File: src/rtl/uc_pkg.sv
// uc_pkg: shared definitions for the stack-capable control unit.
//   - Opcode constants and opcode-class prefixes.
//   - Run/halt FSM state encoding.
//   - ALUOp width default.
// Optional feature: UC_STACK_FAULT_EN adds the FAULT state.
package uc_pkg;

  localparam int ALUOP_W_DEF = 3;

  // Opcode[5:4] class prefixes.
  localparam logic [1:0] CLS_ALU = 2'b00;  // 00_0aaa, bit 3 must also be 0
  localparam logic [1:0] CLS_LDI = 2'b01;  // 01_xxxx

  localparam logic [5:0] OP_J    = 6'b10_0000;
  localparam logic [5:0] OP_JZ   = 6'b10_0001;
  localparam logic [5:0] OP_JNZ  = 6'b10_0010;
  localparam logic [5:0] OP_CALL = 6'b10_0011;
  localparam logic [5:0] OP_RET  = 6'b10_0100;
  localparam logic [5:0] OP_HALT = 6'b11_1111;

  typedef enum logic [1:0] {
    ST_RUN  = 2'd0,
    ST_HALT = 2'd1
`ifdef UC_STACK_FAULT_EN
    , ST_FAULT = 2'd2
`endif
  } uc_state_e;

endpackage

File: src/rtl/pila_retorno.sv
// pila_retorno: return-address LIFO for CALL/RET.
// Ports:
//   clk, rst_n     clock, asynchronous active-low reset (clears the pointer only)
//   push, wdata    store wdata on top; when full the top entry is overwritten
//   pop            drop the top entry; ignored when empty
//   rdata          top entry (mem[sp-1]), 0 when empty
//   count          occupancy sp, 0..DEPTH
module pila_retorno
  import uc_pkg::*;
#(
  parameter int PC_W  = 10,
  parameter int DEPTH = 8
) (
  input  logic                     clk,
  input  logic                     rst_n,
  input  logic                     push,
  input  logic                     pop,
  input  logic [PC_W-1:0]          wdata,
  output logic [PC_W-1:0]          rdata,
  output logic [$clog2(DEPTH):0]   count
);

  localparam int AW = $clog2(DEPTH);
  localparam int CW = AW + 1;

  logic [PC_W-1:0] mem [DEPTH];
  logic [CW-1:0]   sp;
  logic            full;
  logic            empty;
  logic [AW-1:0]   wr_idx;
  logic [AW-1:0]   rd_idx;

  assign full   = (sp == CW'(DEPTH));
  assign empty  = (sp == '0);
  // A full stack keeps its pointer and rewrites the top slot.
  assign wr_idx = full ? AW'(DEPTH - 1) : sp[AW-1:0];
  // DEPTH is a power of two, so sp==DEPTH wraps to index DEPTH-1 here.
  assign rd_idx = sp[AW-1:0] - AW'(1);
  assign rdata  = empty ? '0 : mem[rd_idx];
  assign count  = sp;

  // NOTE: the storage array has no reset; its contents are don't-care until
  // pushed, and leaving it unreset lets it map onto plain flops or RAM.
  always_ff @(posedge clk) begin
    if (push) mem[wr_idx] <= wdata;
  end

  // NOTE: sequential state uses non-blocking assignments only, so every
  // register samples pre-edge values regardless of block ordering.
  always_ff @(posedge clk or negedge rst_n) begin
    if (!rst_n) begin
      sp <= '0;
    end else if (push && !full) begin
      sp <= sp + CW'(1);
    end else if (pop && !empty) begin
      sp <= sp - CW'(1);
    end
  end

endmodule

File: src/rtl/unidad_control_pila.sv
// unidad_control_pila: microcontroller control unit with CALL/RET and HALT.
// Decodes Opcode/zero combinationally into datapath selects and enables;
// a run/halt FSM gates register writes, PC loads and stack traffic.
// Ports:
//   clk, reset         clock, asynchronous active-low reset
//   Opcode, zero       instruction opcode and registered zero flag
//   pc_plus1           PC+1, pushed as the return address on CALL
//   s_inc, s_inm       next-PC and write-data selects
//   s_ret              next PC is ret_addr (takes priority over s_inc)
//   we, wez, ALUOp     register/zero-flag write enables, ALU operation
//   pc_en              PC load enable
//   ret_addr, depth_o  top of return stack, stack occupancy
//   halted             FSM is in HALT (or FAULT)
// Optional feature: define UC_STACK_FAULT_EN to trap stack overflow and
// underflow into a FAULT state instead of overwriting / clamping.
module unidad_control_pila
  import uc_pkg::*;
#(
  parameter int PC_W    = 10,
  parameter int DEPTH   = 8,
  parameter int ALUOP_W = ALUOP_W_DEF
) (
  input  logic                    clk,
  input  logic                    reset,
  input  logic [5:0]              Opcode,
  input  logic                    zero,
  input  logic [PC_W-1:0]         pc_plus1,
  output logic                    s_inc,
  output logic                    s_inm,
  output logic                    s_ret,
  output logic                    we,
  output logic                    wez,
  output logic [ALUOP_W-1:0]      ALUOp,
  output logic                    pc_en,
  output logic [PC_W-1:0]         ret_addr,
  output logic                    halted,
  output logic [$clog2(DEPTH):0]  depth_o
);

  uc_state_e state;
  logic      run;
  logic      we_d, wez_d;
  logic      push_req, pop_req, halt_req;
  logic      fault_now;

  // NOTE: every signal assigned in this block gets a default first, so no
  // path through the decode leaves a value held and no latch is inferred.
  always_comb begin
    s_inc    = 1'b1;
    s_inm    = 1'b0;
    s_ret    = 1'b0;
    we_d     = 1'b0;
    wez_d    = 1'b0;
    ALUOp    = '0;
    push_req = 1'b0;
    pop_req  = 1'b0;
    halt_req = 1'b0;
    if (Opcode[5:4] == CLS_ALU && !Opcode[3]) begin
      ALUOp = ALUOP_W'(Opcode[2:0]);
      we_d  = 1'b1;
      wez_d = 1'b1;
    end else if (Opcode[5:4] == CLS_LDI) begin
      s_inm = 1'b1;
      we_d  = 1'b1;
    end else begin
      case (Opcode)
        OP_J:    s_inc = 1'b0;
        OP_JZ:   s_inc = ~zero;
        OP_JNZ:  s_inc = zero;
        OP_CALL: begin
          s_inc    = 1'b0;
          push_req = 1'b1;
        end
        OP_RET: begin
          s_ret   = 1'b1;
          pop_req = 1'b1;
        end
        OP_HALT: halt_req = 1'b1;
        default: ;
      endcase
    end
  end

  assign run = (state == ST_RUN);

`ifdef UC_STACK_FAULT_EN
  // Overflow/underflow stops on the offending instruction: PC held, stack
  // untouched, FAULT entered on the same edge.
  assign fault_now = run && ((push_req && depth_o == ($clog2(DEPTH)+1)'(DEPTH)) ||
                             (pop_req  && depth_o == '0));
`else
  assign fault_now = 1'b0;
`endif

  assign pc_en = run && !fault_now;
  assign we    = run && we_d;
  assign wez   = run && wez_d;

  always_ff @(posedge clk or negedge reset) begin
    if (!reset) begin
      state  <= ST_RUN;
      halted <= 1'b0;
    end else begin
      case (state)
        ST_RUN: begin
`ifdef UC_STACK_FAULT_EN
          if (fault_now) begin
            state  <= ST_FAULT;
            halted <= 1'b1;
          end else
`endif
          if (halt_req) begin
            state  <= ST_HALT;
            halted <= 1'b1;
          end
        end
        default: ;  // HALT and FAULT are left only through reset
      endcase
    end
  end

  pila_retorno #(
    .PC_W  (PC_W),
    .DEPTH (DEPTH)
  ) u_pila (
    .clk   (clk),
    .rst_n (reset),
    .push  (push_req && pc_en),
    .pop   (pop_req && pc_en),
    .wdata (pc_plus1),
    .rdata (ret_addr),
    .count (depth_o)
  );

endmodule
File: config.mk
export PLATFORM = sky130hd
export DESIGN_NAME = unidad_control_pila
export DESIGN_NICKNAME = d
export VERILOG_FILES = /design/src/rtl/uc_pkg.sv /design/src/rtl/pila_retorno.sv /design/src/rtl/unidad_control_pila.sv
export SDC_FILE = /design/constraint.sdc
export NUM_CORES = 1
export LEC_CHECK = 0
export CAP_MARGIN = 20
export CORE_ASPECT_RATIO = 1.1
export CORE_UTILIZATION = 29
export CTS_BUF_LIST = sky130_fd_sc_hd__clkbuf_8
export CTS_CLUSTER_SIZE = 14
export DETAILED_ROUTE_END_ITERATION = 6
export PLACE_DENSITY_LB_ADDON = 0.3
export SLEW_MARGIN = 25
export SYNTH_ARGS = -nofsm -noshare
export SYNTH_HDL_FRONTEND = slang
export SYNTH_SLANG_ARGS = --single-unit
File: constraint.sdc
create_clock -name clk -period 6.8 [get_ports clk]
set_clock_uncertainty 0.15 [all_clocks]
set_input_delay 1.7 -clock clk [delete_from_list [all_inputs] [get_ports clk]]
set_output_delay 1.7 -clock clk [all_outputs]
set_load 0.02 [all_outputs]
==> run summary <==
Outcome: finished, final reports clean
Final wirelength: 7260 um
Critical path class: in2out
Worst min path class: reg2reg
Drt pass-1 iters: 4
WP data required: 4.95 ns
Seq/Total Area, Yosys: 71.3%
Post-route insts no fill: 407
CTS tree: yes
Final min period: 5.40 ns
CTS Buf Count: 9
Post-CTS resize count: 0
CTS clock-pin slew for the worst setup and hold paths: 0.08 ns
Starting DRT DRC Count: 132
# Post-CTS Setup Buffers: 0
Synth-to-Final Area Change: 25.0%
Finished Cell Area: 4430 um^2
Crit-path max FO: 7
Type of origin of the critical path: input pin
Num rows: 41
PnR worst setup slack: 1.40 ns
Cells after synthesis: 201
CTS Sinks: 85
Area leader, netlist: edfxtp_1
Initial core utilization: 30.3%
Yosys synthesis warning count: 0
Reg2Reg Setup Slack: 3.91 ns
GRT overflow: 0
Final setup viols: 0
H-Tree Depth: 3
Top cells by area, synth: edfxtp_1 (68%), mux4_2 (13%), dfrtp_1 (3.5%)
Post-synth top cells: edfxtp_1 (80), nand2_1 (26), mux4_2 (20), a21oi_1 (13), nor2_1 (13)
RSZ-0062 raised after global routing: no
Fin. Hold Viols: 0
Primary FF master, synth: edfxtp_1
Post-synth EDFFs: 80
Number of antenna diodes: 0
CTS Root Cell: clkbuf_8
Max Cap Violations: 0
Die Area: 12700 um^2
Vias in the first global route: 2079
Maximum clock rate: 185 MHz
Total track usage: 12.5%
Quantity of I/O buffers inserted on ports: 42
Inst Count DP: 392
Most frequent cell after synthesis: edfxtp_1
Worst Max-Slew Pin Slew: 0.991 ns
Placer Congestion: 0.667
Fin. max-slew vios: 0
CTS max path bufs: 2
Worst skew pair latency: 0.34 ns
DR DRC count: 0
PwrDens: 236 nW/um^2
Arr. time, crit path: 3.55 ns
Largest net degree at the start of global routing: 27
Placed inst area: 4180 um^2
Yosys top cell area share: 67.8%
Pre-CTS WS: 1.43 ns
Routed len/inst: 17.8 um
Hold_buf cts: 0
Crit. End Element: output pin
Routed via count: 1932
Synth unique cells: 31
Num ports: 43
Vias per inst: 4.75
TNS Setup: 0 ns
P_leak: 0.00141 uW
Die Y: 118 um
Final period utilization: 79.4%
Synth Area per Inst: 17.6 um^2
Die width: 107 um
Post-DP HPWL: 4570 um
Total core area: 11700 um^2
Async SR Flop Fraction: 5.88%
Cell Area, Synth: 3540 um^2
Layout Nets: 276
Share of cells above drive strength 1: 20.2%
Seq cells post-synth: 85
Worst slew margin: 33.9%
DRT antenna net count: 0
Worst VDD drop: 108 uV
First-pass GRT wire length: 11500 um
Initial antenna violation count: 0
Final total power: 1050 uW
Post-Syn Nets: 224
-- cell usage in the layout, fill, tap and decap left out, drive strengths merged, types with 3 or more instances in the layout --
cell type      instances
clkbuf                 9
a21oi                 13
nor2                  14
ha                     3
edfxtp                80
buf                    6
dfrtp                  5
inv                    6
mux4                  20
bufinv                 3
xnor2                  3
clkdlybuf4s50         42
and2                   3
nand2                 26
-- worst max-delay path, cell delays in order --
cell	delay (ns)
clkdlybuf4s50_1	0.59
or4b_4	0.54
nor2_1	0.12
nand2_1	0.06
clkdlybuf4s50_1	0.53
-- worst paths after layout --
check | from | end | depth (start not counted)
worst max-delay path | Opcode[5] | s_inc | 5
worst min-delay path | u_pila.count[3] | u_pila.count[3] | 1
worst max register to register | u_pila.count[1] | u_pila.count[3] | 10
worst min register to register | u_pila.count[3] | u_pila.count[3] | 1
max in group asynchronous | reset | u_pila.count[3] | 1
min in group asynchronous | reset | state[0] | 1
-- registers in the layout, summed over array words and instances (netlist names) --
register / flops
state: 1
u_pila.count: 4
u_pila.mem: 80
-- per-stage QoR --
stage / hold WS [ns] / util, %
finish: 0.470 / 37.9
detailed placement: 0.415 / 35.7
global route: 0.542 / 37.9
floorplan: 0.481 / -
CTS: 0.426 / 37.8
global placement: 0.415 / 35.7
-- area by class of cell --
| type | instances | area, um^2 |
|---|---|---|
| Timing Repair Buffer | 48 | 465 |
| Clock inverter | 6 | 111 |
| Inverter | 5 | 18.8 |
| Sequential cell | 85 | 2530 |
| Clock buffer | 9 | 124 |
| Tap cell | 150 | 188 |
| Fill cell | 1093 | 7270 |
| Multi-Input combinational cell | 104 | 995 |
-- cells by family after synthesis --
logic type               after synthesis  synth area share, %
XOR/XNOR                               5                 1.24
AO/OA/AOI/OAI                         17                 2.54
multiplexers                          23                 13.8
flip-flops                            85                 71.3
AND/OR/NAND/NOR                       55                 8.01
buffers and inverters                 12                 1.45
adder cells (fa/ha/maj)                4                 1.62
-- report_power, final --
group | switching [uW] | internal, uW
Clock | 174 | 243
Sequential | 0.909 | 571
Combinational | 29.6 | 26.5
Total | 205 | 841
-- metal layers --
metal / track usage [%] / vias up / share of wire, % / wire [um]
met2: 19.6 / 59 / 48 / 3450
met3: 3.05 / 11 / 4.9 / 356
met5: 0 / - / 0 / 0
met4: 5.31 / 0 / 1.8 / 129
met1: 16.6 / 977 / 46 / 3320
li1: - / 885 / - / -
No activity file was read; power rests on OpenSTA's default activity.
